### config.mk
export PLATFORM = sky130hd
export DESIGN_NAME = ov5642_pixel_packer
export DESIGN_NICKNAME = d
export VERILOG_FILES = /design/src/rtl/ov5642_pixel_packer.sv
export SDC_FILE = /design/constraint.sdc
export NUM_CORES = 1
export LEC_CHECK = 0
export ABC_AREA = 0
export CAP_MARGIN = 20
export CORE_MARGIN = 1.5
export CORE_UTILIZATION = 60
export CTS_BUF_LIST = sky130_fd_sc_hd__clkbuf_16
export DETAILED_ROUTE_END_ITERATION = 12
export DONT_BUFFER_PORTS = 1
export GPL_TIMING_DRIVEN = 0
export PLACE_DENSITY = 0.76
export REMOVE_ABC_BUFFERS = 1
export SLEW_MARGIN = 10
export SYNTH_ARGS = -nofsm -noshare
export SYNTH_HDL_FRONTEND = slang
export SYNTH_SLANG_ARGS = --single-unit
### constraint.sdc
create_clock -name pclk -period 3.3 [get_ports pclk]
set_clock_uncertainty 0.05 [all_clocks]
set_input_delay 0.99 -clock pclk [delete_from_list [all_inputs] [get_ports pclk]]
set_output_delay 0.99 -clock pclk [all_outputs]
set_load 0.1 [all_outputs]
### src/rtl/ov5642_pixel_packer.sv
// OV5642 pixel packer: pairs capture bytes into RGB565 pixels, buffers them
// in a first-word-fall-through FIFO and presents them on a backpressured
// stream with line-end (tlast) and start-of-frame (tuser) marking.
//
// state       | meaning
// ------------+-------------------------------------------------------------
// ST_DISCARD  | input beats ignored until the next vsync rising edge
// ST_RUN      | bytes are paired into pixels and written to the FIFO
//
// An overflow drops the whole rest of the frame, so the sink never sees a
// torn frame that silently continues; it resynchronises on the next tuser.
module ov5642_pixel_packer #(
  parameter int FIFO_DEPTH = 16,
  parameter bit BYTE_SWAP  = 1'b0
) (
  input  logic                          pclk,
  input  logic                          rst_n,
  input  logic [7:0]                    s_tdata,
  input  logic                          s_tlast,
  input  logic                          s_tvalid,
  input  logic                          vsync,
  output logic [15:0]                   m_tdata,
  output logic                          m_tvalid,
  input  logic                          m_tready,
  output logic                          m_tlast,
  output logic                          m_tuser,
  output logic                          overflow,
  output logic                          align_err,
  output logic [$clog2(FIFO_DEPTH):0]   fifo_level
);

  localparam int AW = $clog2(FIFO_DEPTH);
  localparam int LW = AW + 1;

  typedef enum logic {
    ST_DISCARD = 1'b0,
    ST_RUN     = 1'b1
  } state_t;

  state_t          state, state_nxt;
  logic            vsync_d;
  logic            frame_edge;
  logic            phase;
  logic [7:0]      hold;
  logic            sof_pending;

  logic            hold_load;
  logic            align_hit;
  logic            wr_req;
  logic            wr_ok;
  logic            wr_accept;
  logic            pop;
  logic [15:0]     pixel;

  logic [17:0]     mem [FIFO_DEPTH];
  logic [AW-1:0]   wr_ptr;
  logic [AW-1:0]   rd_ptr;
  logic [LW-1:0]   level;
  logic [17:0]     head;

  assign frame_edge = vsync & ~vsync_d;
  assign pixel      = BYTE_SWAP ? {s_tdata, hold} : {hold, s_tdata};

  // A full FIFO can still take a write when the head leaves on the same edge.
  assign pop        = m_tvalid & m_tready;
  assign wr_ok      = (level != LW'(FIFO_DEPTH)) || pop;
  assign wr_accept  = wr_req & wr_ok;

  // Head entry is masked while empty so the outputs read zero after reset.
  assign head       = mem[rd_ptr];
  assign m_tvalid   = (level != '0);
  assign m_tdata    = m_tvalid ? head[17:2] : 16'h0000;
  assign m_tlast    = m_tvalid & head[1];
  assign m_tuser    = m_tvalid & head[0];
  assign fifo_level = level;

  // State register.
  always_ff @(posedge pclk or negedge rst_n) begin
    if (!rst_n) begin
      state <= ST_DISCARD;
    end else begin
      state <= state_nxt;
    end
  end

  // Next state and per-beat packing decisions; a frame edge wins over any beat.
  always_comb begin
    state_nxt = state;
    hold_load = 1'b0;
    align_hit = 1'b0;
    wr_req    = 1'b0;
    if (frame_edge) begin
      state_nxt = ST_RUN;
    end else if (state == ST_RUN && s_tvalid) begin
      if (!phase) begin
        if (s_tlast) begin
          align_hit = 1'b1;
        end else begin
          hold_load = 1'b1;
        end
      end else begin
        wr_req = 1'b1;
        if (!wr_ok) begin
          state_nxt = ST_DISCARD;
        end
      end
    end
  end

  // Pairing state, frame marking, error pulses and FIFO bookkeeping.
  always_ff @(posedge pclk or negedge rst_n) begin
    if (!rst_n) begin
      vsync_d     <= 1'b0;
      phase       <= 1'b0;
      hold        <= 8'h00;
      sof_pending <= 1'b0;
      overflow    <= 1'b0;
      align_err   <= 1'b0;
      wr_ptr      <= '0;
      rd_ptr      <= '0;
      level       <= '0;
    end else begin
      vsync_d   <= vsync;
      overflow  <= wr_req & ~wr_ok;
      align_err <= align_hit;
      if (frame_edge) begin
        phase       <= 1'b0;
        hold        <= 8'h00;
        sof_pending <= 1'b1;
      end else begin
        if (hold_load) begin
          hold  <= s_tdata;
          phase <= 1'b1;
        end
        if (wr_req) begin
          phase       <= 1'b0;
          sof_pending <= 1'b0;
        end
      end
      if (wr_accept) begin
        wr_ptr <= wr_ptr + AW'(1);
      end
      if (pop) begin
        rd_ptr <= rd_ptr + AW'(1);
      end
      level <= level + LW'(wr_accept) - LW'(pop);
    end
  end

  // Pixel storage; contents need no reset because reads are masked by level.
  always_ff @(posedge pclk) begin
    if (wr_accept) begin
      mem[wr_ptr] <= {pixel, s_tlast, sof_pending};
    end
  end

endmodule

==> metrics.txt <==
Reg clk slew, reported paths 70 ps; register area 9340 um^2; top_reg_cell synth edfxtp_1; sequential element share of the synthesized area 74.5%; Psw 5850 uW; pwr dens 1000 nW/um^2; core area 20400 um^2; Critical Path AT 3000 ps; Final Max Tran Viols 0; critical path endpoint category output pin; main combinational cell family by area after synthesis multiplexers; Detailed Route Iter0 Violations 652; Clock Tree Buf Depth 3; Fmax 247 MHz; sequential share of power 34.4%; Area contributors post-synth edfxtp_1 69%, mux4_2 13%, dfrtp_1 5.4%; die height 147 um; worst-path fanout max 5; crit-path max cell delay 690 ps; xor-xnor portion of the synthesized cell area 0.700%; DR WL/cell 29.5 um; area of the multi-input gates 3170 um^2; Clock Latency Late Sink 550 ps; ys async rst share 8.57%; total power 15100 uW; clock share of power 21.8%; TritonCTS clock tree built; data required time of the critical path 2260 ps; Mapped Cells 614; Filler cells 1096; M1 GR Usage 36.4%; post-layout min period 4040 ps; synthesis warning total 0; status finished, violations left; Maximum Capacitance Violations 0; final hold vios 0; clock buffer count from CTS 30; Post-Synth Simple-Gate Area 3.50%; DRT antenna net count 0; HPWL Detailed 14.0 mm; Setup WS pre-CTS -2330 ps; Via density 6.45; crit-path cells inv_4, ha_4, or4b_4, nand3_4, buf_12, buf_12, o221ai_2, buf_8; Die ar. 21700 um^2; final std cells w/o fill 978; Design Area, Final 15000 um^2; Crit Path Class register to output pin; H-tree levels 1; mux cell area share after synthesis 14.8%; Synth Register Bits 315; Max-slew headroom 41.5%; GP Congestion 0.724; Leak 0.00520 uW; failing checks negative setup slack; # hold bufs at CTS 0; Initial Util 61.5%; delay-heaviest family, CP simple AND/OR/NAND/NOR gates; Synth Area per Inst 20.4 um^2; drt total wl 28.8 mm; # DRC 0; Pint 9240 uW; placed insts 879; Layout area overhead 20.0%; Comb power frac 43.8%; largest net degree at the start of global routing 40; 1st-pass router iterations 5; row count 52; post-synth cell types 40; first-pass GRT wire length 41.6 mm; Root Buffer clkbuf_16; most frequent cells after synthesis 288 x edfxtp_1, 72 x mux4_2, 47 x inv_1; # nets final 710; Port Buf Inserts 0; EDFF count, synth 288; gr ovfl total 0; final setup fails 19; count leader, synth edfxtp_1; layout cells sized above 1 36.6%; met3 Usage GRT 5.71%; initial antenna violation count 0; Crit-path slowest cell or4b_4; # IOs 40; share of the cycle needed by the critical path after routing 122%; unrepaired setup endpoints after global routing yes; Sink Count 315; CP startpoint kind register; share of the synthesized area in the top cell type 69.1%; Slew @ Worst Pin 878 ps; Bufs and invs on worst path 4; Hold Crit Class primary input to asynchronous set/reset pin; Vias 6310; most used routing layer met2; dpl cell area 13200 um^2; Post-Synth Adder-Cell Area 1.26%; antenna fix cells 0; Compound-Gate Fraction of Synth Area 2.38%; Tot GR Track Use 26.8%; vias in the first global route 6696; CP most frequent cell buf_12; Die X 147 um; area leader, netlist edfxtp_1; TNS Setup -12930 ps; min setup slack post-route -740 ps; Worst VDD drop 0.00115 V; Sw Ratio 38.8%; Netlist Area Pre-Place 12500 um^2; met2 Track Usage GR 43.5%
-- registers in the layout, summed over array words and instances, names as in the netlist --
| name | flops |
|---|---|
| rd_ptr | 4 |
| align_err | 1 |
| hold | 8 |
| sof_pending | 1 |
| wr_ptr | 4 |
| mem | 288 |
| phase | 1 |
| fifo_level | 5 |
| overflow | 1 |
| vsync_d | 1 |
| state | 1 |
-- final cells by class --
| cell class | instances | share of cell area [%] |
|---|---|---|
| clock buffers | 31 | 5.16 |
| inverters | 47 | 1.21 |
| well taps | 270 | 2.25 |
| clock inverters | 25 | 1.10 |
| multi-input cells | 224 | 21.1 |
| repair buffers | 66 | 7.00 |
| flip-flops and latches | 315 | 62.2 |
-- layer usage --
layer / share of wire, % / routed length, um
met1: 37 / 10800
met2: 50 / 14500
met3: 8.9 / 2570
met4: 3.4 / 984
met5: 0 / 0
-- cells by family after synthesis --
logic type,after synthesis
AO/OA/AOI/OAI,32
flip-flops,315
buffers and inverters,75
adder cells (fa/ha/maj),12
AND/OR/NAND/NOR,78
multiplexers,92
XOR/XNOR,10
-- power groups by stage --
| stage | Clock [uW] | Sequential, uW | Combinational, uW |
|---|---|---|---|
| 2_1_floorplan | 0 | 5340 | 3710 |
| 3_3_place_gp | 0 | 5560 | 4150 |
| 3_5_place_dp | 0 | 5300 | 5220 |
| 4_1_cts | 3280 | 5180 | 6370 |
| 5_1_grt | 3460 | 5230 | 6850 |
| 6_report | 3290 | 5190 | 6610 |
-- through the flow --
stage	util, %	hold slack (ps)
after floorplan	-	417
after global placement	62.2	435
final	73.8	80.8
after global routing	73.8	64.0
after detailed placement	65.0	464
after CTS	72.9	69.0
-- cell usage in the layout (no fill, tap or decap), drive strengths merged, types with 2 or more instances in the layout --
master,count
bufinv,2
nor2b,3
clkbuf,36
xor2,5
nand3,2
clkinvlp,2
mux2,20
dfrtp,27
clkinv,15
nand2,38
nor2,4
edfxtp,288
mux4,72
and4,4
o221ai,18
nor4b,2
ha,11
xnor2,5
buf,61
nand4,2
inv,53
nor3,3
a21oi,11
and2,13
-- path summary, 6_finish.rpt --
kind	start	to	slack [ps]	cells after the start
worst max-delay path	fifo_level[3]$_DFF_PN0_	m_tdata[4]	-740	8
worst min-delay path	rst_n	hold[6]$_DFFE_PN0P_	80	0
worst max register to register	fifo_level[3]$_DFF_PN0_	fifo_level[4]$_DFF_PN0_	-240	13
worst min register to register	phase$_DFFE_PN0P_	align_err$_DFF_PN0_	470	1
max in group asynchronous	rst_n	rd_ptr[0]$_DFFE_PN0P_	3020	0
min in group pclk	vsync	vsync_d$_DFF_PN0_	430	0
-- worst register-to-register path, delay by kind of cell, from the launching register on --
family,cells,cell delay (ps)
buf+inv,4,340
fa+ha+maj,4,1050
compound gates,2,250
simple gates,2,980
flops,1,630
xor+xnor,1,150
-- timing repair --
item,in CTS,in global routing
resized for setup,51,14
endpoints found under the hold margin,0,0
cloned,1,1
setup buffers,36,4
endpoints found under the setup margin,289,21
pin swaps,6,15
Power figures use the tool's default switching activity.
